### src/rtl/divu_pkg.sv
// Shared types and sizing for the iterative unsigned divider (divu_iter).
package divu_pkg;
  typedef enum logic {
    S_IDLE = 1'b0,
    S_RUN  = 1'b1
  } divu_state_e;

  localparam int DIVU_WIDTH = 32;
  localparam int DIVU_CNT_W = $clog2(DIVU_WIDTH);
endpackage

### src/rtl/divu_step.sv
// One restoring-division iteration: shift the next dividend bit into the
// remainder, trial-subtract the divisor, keep the difference if it did not borrow.
module divu_step #(
  parameter int WIDTH = 32
) (
  input  logic [WIDTH:0]   i_rem,
  input  logic [WIDTH-1:0] i_wq,
  input  logic [WIDTH-1:0] i_dvs,
  output logic [WIDTH:0]   o_rem,
  output logic [WIDTH-1:0] o_wq
);
  logic [WIDTH+1:0] w_shift;
  logic [WIDTH+1:0] w_diff;
  logic             w_neg;

  // The working remainder stays below the divisor, so its top bit is zero and
  // this behaves as the (WIDTH+1)-bit trial subtract.
  assign w_shift = {i_rem, i_wq[WIDTH-1]};
  assign w_diff  = w_shift - {2'b00, i_dvs};
  assign w_neg   = w_diff[WIDTH+1];

  assign o_rem = w_neg ? w_shift[WIDTH:0] : w_diff[WIDTH:0];
  assign o_wq  = {i_wq[WIDTH-2:0], ~w_neg};
endmodule

### src/rtl/divu_iter.sv
// Iterative radix-2 restoring DIVU unit (q -> LO, r -> HI), falling-edge clocked.
// Optional build macro DIVU_ZERO_FAST_EN: zero divisor completes on the load edge.
module divu_iter
  import divu_pkg::*;
#(
  parameter int WIDTH = DIVU_WIDTH
) (
  input  logic             i_clk,
  input  logic             i_reset,
  input  logic             i_start,
  input  logic [WIDTH-1:0] i_a,
  input  logic [WIDTH-1:0] i_b,
  output logic [WIDTH-1:0] o_q,
  output logic [WIDTH-1:0] o_r,
  output logic             o_busy,
  output logic             o_done,
  output logic             o_dz,
  output divu_state_e      o_state
);
  localparam int CNT_W = $clog2(WIDTH);

  divu_state_e      r_state;
  logic [CNT_W-1:0] r_cnt;
  logic [WIDTH:0]   r_rem;
  logic [WIDTH-1:0] r_wq;
  logic [WIDTH-1:0] r_dvs;
  logic [WIDTH-1:0] r_q;
  logic [WIDTH-1:0] r_r;
  logic             r_dz;
  logic             r_busy;
  logic             r_done;

  logic [WIDTH:0]   w_rem_nxt;
  logic [WIDTH-1:0] w_wq_nxt;

  divu_step #(.WIDTH(WIDTH)) u_step (
    .i_rem (r_rem),
    .i_wq  (r_wq),
    .i_dvs (r_dvs),
    .o_rem (w_rem_nxt),
    .o_wq  (w_wq_nxt)
  );

  // Handshake: start is sampled only in IDLE; done is a level that is high
  // exactly when no operation is in flight and q/r/dz hold the last result.
  always_ff @(negedge i_clk) begin
    if (i_reset) begin
      r_state <= S_IDLE;
      r_cnt   <= '0;
      r_rem   <= '0;
      r_wq    <= '0;
      r_dvs   <= '0;
      r_q     <= '0;
      r_r     <= '0;
      r_dz    <= 1'b0;
      r_busy  <= 1'b0;
      r_done  <= 1'b1;
    end else begin
      case (r_state)
        S_IDLE: begin
          if (i_start) begin
`ifdef DIVU_ZERO_FAST_EN
            if (i_b == '0) begin
              r_q  <= '1;
              r_r  <= i_a;
              r_dz <= 1'b1;
            end else begin
              r_wq    <= i_a;
              r_dvs   <= i_b;
              r_rem   <= '0;
              r_cnt   <= '0;
              r_busy  <= 1'b1;
              r_done  <= 1'b0;
              r_state <= S_RUN;
            end
`else
            r_wq    <= i_a;
            r_dvs   <= i_b;
            r_rem   <= '0;
            r_cnt   <= '0;
            r_busy  <= 1'b1;
            r_done  <= 1'b0;
            r_state <= S_RUN;
`endif
          end
        end
        S_RUN: begin
          r_rem <= w_rem_nxt;
          r_wq  <= w_wq_nxt;
          r_cnt <= r_cnt + CNT_W'(1);
          if (r_cnt == CNT_W'(WIDTH - 1)) begin
            r_q     <= w_wq_nxt;
            r_r     <= w_rem_nxt[WIDTH-1:0];
            r_dz    <= (r_dvs == '0);
            r_busy  <= 1'b0;
            r_done  <= 1'b1;
            r_state <= S_IDLE;
          end
        end
        default: r_state <= S_IDLE;
      endcase
    end
  end

  assign o_q     = r_q;
  assign o_r     = r_r;
  assign o_dz    = r_dz;
  assign o_busy  = r_busy;
  assign o_done  = r_done;
  assign o_state = r_state;
endmodule

### config.mk
export PLATFORM = sky130hd
export DESIGN_NAME = divu_iter
export DESIGN_NICKNAME = d
export VERILOG_FILES = /design/src/rtl/divu_pkg.sv /design/src/rtl/divu_step.sv /design/src/rtl/divu_iter.sv
export SDC_FILE = /design/constraint.sdc
export NUM_CORES = 1
export LEC_CHECK = 0
export CORE_MARGIN = 5
export CORE_UTILIZATION = 50
export DETAILED_ROUTE_END_ITERATION = 10
export DONT_BUFFER_PORTS = 1
export PLACE_DENSITY_LB_ADDON = 0.05
export SLEW_MARGIN = 20
export SYNTH_ARGS = -nofsm -noshare
export SYNTH_HDL_FRONTEND = slang
export SYNTH_SLANG_ARGS = --single-unit
### constraint.sdc
create_clock -name i_clk -period 6.61 [get_ports i_clk]
set_input_delay 0.9915 -clock i_clk [delete_from_list [all_inputs] [get_ports i_clk]]
set_output_delay 0.9915 -clock i_clk [all_outputs]
set_load 0.005 [all_outputs]
Word level (Yosys, flattened, before mapping). Index checks and enable logic that the tools add are counted.

Register bits: 170. Input port bits: 67. Output and inout bits: 68. Word-level logic and storage cells: 37.

Add/sub/neg operators: 2. Equal/unequal tests: 3. Mux-type cells: 16. Bitwise logic cells: 2. Reduce and logical (&&, ||, !) cells: 4.

Operator list (number): $mux W33 (2); $pmux W33 S2 (1); $pmux W32 S2 (1); $sub A34 B32 Y34 (1); $logic_not A32 Y1 (1); $mux W32 (1); $pmux W5 S2 (1); $mux W1 (6); $pmux W1 S2 (3); $reduce_and A2 Y1 (3); $add A5 B1 Y5 const B (1); $eq A5 B5 Y1 const B (1); $mux W5 (1); $ne A2 B1 Y1 const B (1); $ne A2 B2 Y1 const B (1); $not A1 Y1 (2).

Depth between registers and ports, before layout.
Depth after elaboration: 3. Mapped depth: 13. Mapped depth without buffers: 12.

Cells and area by module. From an unflattened synthesis, not the netlist that was laid out.

Cells, all modules: 1142. Area total of the unflattened synthesis: 8888.5 um2.

By module, submodules not included: divu_iter (instances 1, cells an instance 772, area an instance 6374.9 um2, seq. area each 3403.3 um2); divu_step (instances 1, cells an instance 370, area an instance 2513.7 um2, seq. area each 0.0 um2).

==> impl_metrics.ini <==
[placed_design]
dp_hpwl_um = 16000
post-place-cells = 1237
port_buffers = 0
gp_congestion = 0.922

[clocking]
clkSinkCount = 170
clockRootBuffer = clkbuf_16
clockBufferDepth = 2
clkSlewWorstSetupHoldPaths_ps = 30
clock_latency_ps = 470
cts_hold_buf = 0
postCtsSetupBuffers = 0
cts_tree = done
htreeDepth = 4
post_cts_resized = 0
numCtsBuffers = 17

[detailed_routing]
drt-wirelength-per-cell_um = 16.8
wl_um = 24200
initialDrtViolationCount = 492
drt.antenna.violating_nets = 0
route.detailed.drc = 0
drt-pass1-iter-count = 5
vias = 8176
viasPerCell = 5.69

[global_route]
grt_pass1_wl_um = 39200
busiest_layer = met2
gr-total-overflow = 0
grt_max_degree = 80
met1_usage_pct = 28.8
grt_pass1_vias = 8182
met2_usage_pct = 35.4
gr-usage-all-layers_pct = 23.8
antenna_found_initial = 0
grt_use_met3_pct = 11.1

[power]
vdd_drop_max_uv = 549
power_frac_comb_pct = 52.8
p_sw_mw = 2.96
p_leak_nw = 4.46
power_density_nw_per_um2 = 581
switching_share_pct = 50.9
power.clock.fraction_pct = 25.1
p_int_mw = 2.86
seq_power_share_pct = 22.1

[sta]
finClkSkew_ps = 20.4
slew_violations = 0
rsz0062_at_grt = false
worst_pin_slew_ps = 845
hold_viol_final = 0
tns_ps = 0
relSlewSlack_pct = 43.7
finalSetupViolCount = 0

[yosys]
syn-instance-count = 1079
synth_edf_count = 0
ys.flop_type = dfxtp_1
seq_area_frac_synth_pct = 39.1
yosysTopAreaCellShare_pct = 39.1
ys_async_sr_fraction_pct = 0
synth_area_leaders = dfxtp_1 39%, nand2_1 8.5%, o211ai_1 7.0%
syn_nets = 1181
ys_warn_count = 0
post_synth_instance_area_um2 = 8700
avgSynthCellArea_um2 = 8.06
synth_area_leader_cell = dfxtp_1
synth_cell_types = 59
yosys_register_bits = 170

[worst_setup_path]
cp_max_fo = 2
worstPathArrival_ps = 4170
worstPathRequired_ps = 5620
critical_path_class = flip-flop to output port
end_kind = output port
crit_path_start_kind = flip-flop

[cells_and_area]
final_nets = 1302
stdcell_count = 1438
drive_gt1_share_pct = 4.86
synthToLayoutAreaGrowth_pct = 15.1
diodes = 0
fill_cells = 1682

[die]
die_h_um = 142
fp.dieW_um = 142
initial_core_util_pct = 50.7
die_area_um2 = 20100
core_um2 = 17200
io_pins = 135
rows = 48

[flow_run]
max-cap-violations = 0

[status]
status = finished, final reports clean

[hold_path]
hp-class = flip-flop to flip-flop
## Yosys cell counts (3+ instances only)
master	count
nand4_1	27
nand2b_1	5
or3_1	4
buf_6	3
o21ai_1	3
a21o_1	10
a22o_1	31
o21bai_1	9
o21a_1	6
nand2_1	198
mux2i_1	33
clkbuf_1	56
a21oi_1	102
a32o_1	4
a211oi_1	3
buf_4	3
nor2b_1	9
xor2_1	6
inv_1	40
or4_1	23
nor3_1	10
a21boi_0	3
o211ai_1	81
buf_1	6
o21ai_0	20
o31ai_1	3
nor4_1	9
xnor2_1	21
ha_1	34
nor2_1	87
buf_2	12
dfxtp_1	170
nand3_1	12
## state kept, by name, indices dropped and copies added (netlist names), 5 cells and up
register,count
o_q,32
o_r,32
r_rem,33
r_wq,32
r_dvs,32
r_cnt,5
## routing by layer
| metal | vias up | wire length (um) |
|---|---|---|
| met4 | 0 | 488 |
| met3 | 35 | 1920 |
| met5 | - | 0 |
| met1 | 3811 | 10900 |
| li1 | 4097 | - |
| met2 | 233 | 10800 |
## cell usage in the layout (no fill, tap or decap), types with 21 or more instances in the layout
cell type and count:
a21oi_1 101, nand2_1 198, o211ai_1 81, a22o_1 31
dfxtp_1 169, xnor2_1 21, nand4_1 27, ha_1 34
mux2i_1 33, nor2_1 86, inv_1 210, or4_1 23
## cells by family after synthesis
family	after synthesis	synth area share, %
AO/OA/AOI/OAI	295	22.7
XOR/XNOR	27	2.72
adder cells (fa/ha/maj)	35	5.12
buffers and inverters	120	5.74
flip-flops	170	39.1
multiplexers	34	3.93
AND/OR/NAND/NOR	398	20.7
## worst min-delay path, delay by kind of cell (launching register included)
| family | cells | cell delay (ps) |
|---|---|---|
| DFF | 1 | 310 |
| and+or+nand+nor | 2 | 100 |
## layout make-up
class                   count  area, um^2  share of cell area [%]
inverters                  39         146                    1.46
multi-input cells         789        4830                    48.2
clock inverters           185         832                    8.30
clock buffers              17         425                    4.25
flip-flops and latches    170        3400                    34.0
repair buffers             13        97.6                   0.974
well taps                 225         282                    2.81
## per-stage QoR
step | instance area, um^2 | utilization (%) | power (mW) | setup WS (ps) | hold WS [ps]
2_1_floorplan | 8700 | - | 3.85 | 706 | 439
3_3_place_gp | 8770 | 51.0 | 4.53 | 1030 | 455
3_5_place_dp | 8770 | 51.0 | 4.47 | 1020 | 459
4_1_cts | 10000 | 58.3 | 5.85 | 1430 | 463
5_1_grt | 10000 | 58.3 | 6.28 | 1400 | 480
6_report | 10000 | 58.3 | 5.82 | 1450 | 458
## power by group through the flow
stage / Clock (mW) / Sequential, mW / Combinational [mW]
global route: 1.64 / 1.29 / 3.34
detailed placement: 0.156 / 1.29 / 3.02
floorplan: 0.156 / 1.24 / 2.45
finish: 1.46 / 1.28 / 3.08
global placement: 0.156 / 1.29 / 3.08
CTS: 1.52 / 1.28 / 3.05
## path summary, 6_finish.rpt
kind	startpoint	to	slack, ps	depth (start not counted)
setup reg to reg	r_dvs[10]	o_r[4]	2940	12
hold / removal	o_q[0]	o_q[0]	460	2
hold reg to reg	o_q[0]	o_q[0]	460	2
setup / recovery	o_r[29]	o_r[29]	1450	0
Power figures use the tool's default switching activity.
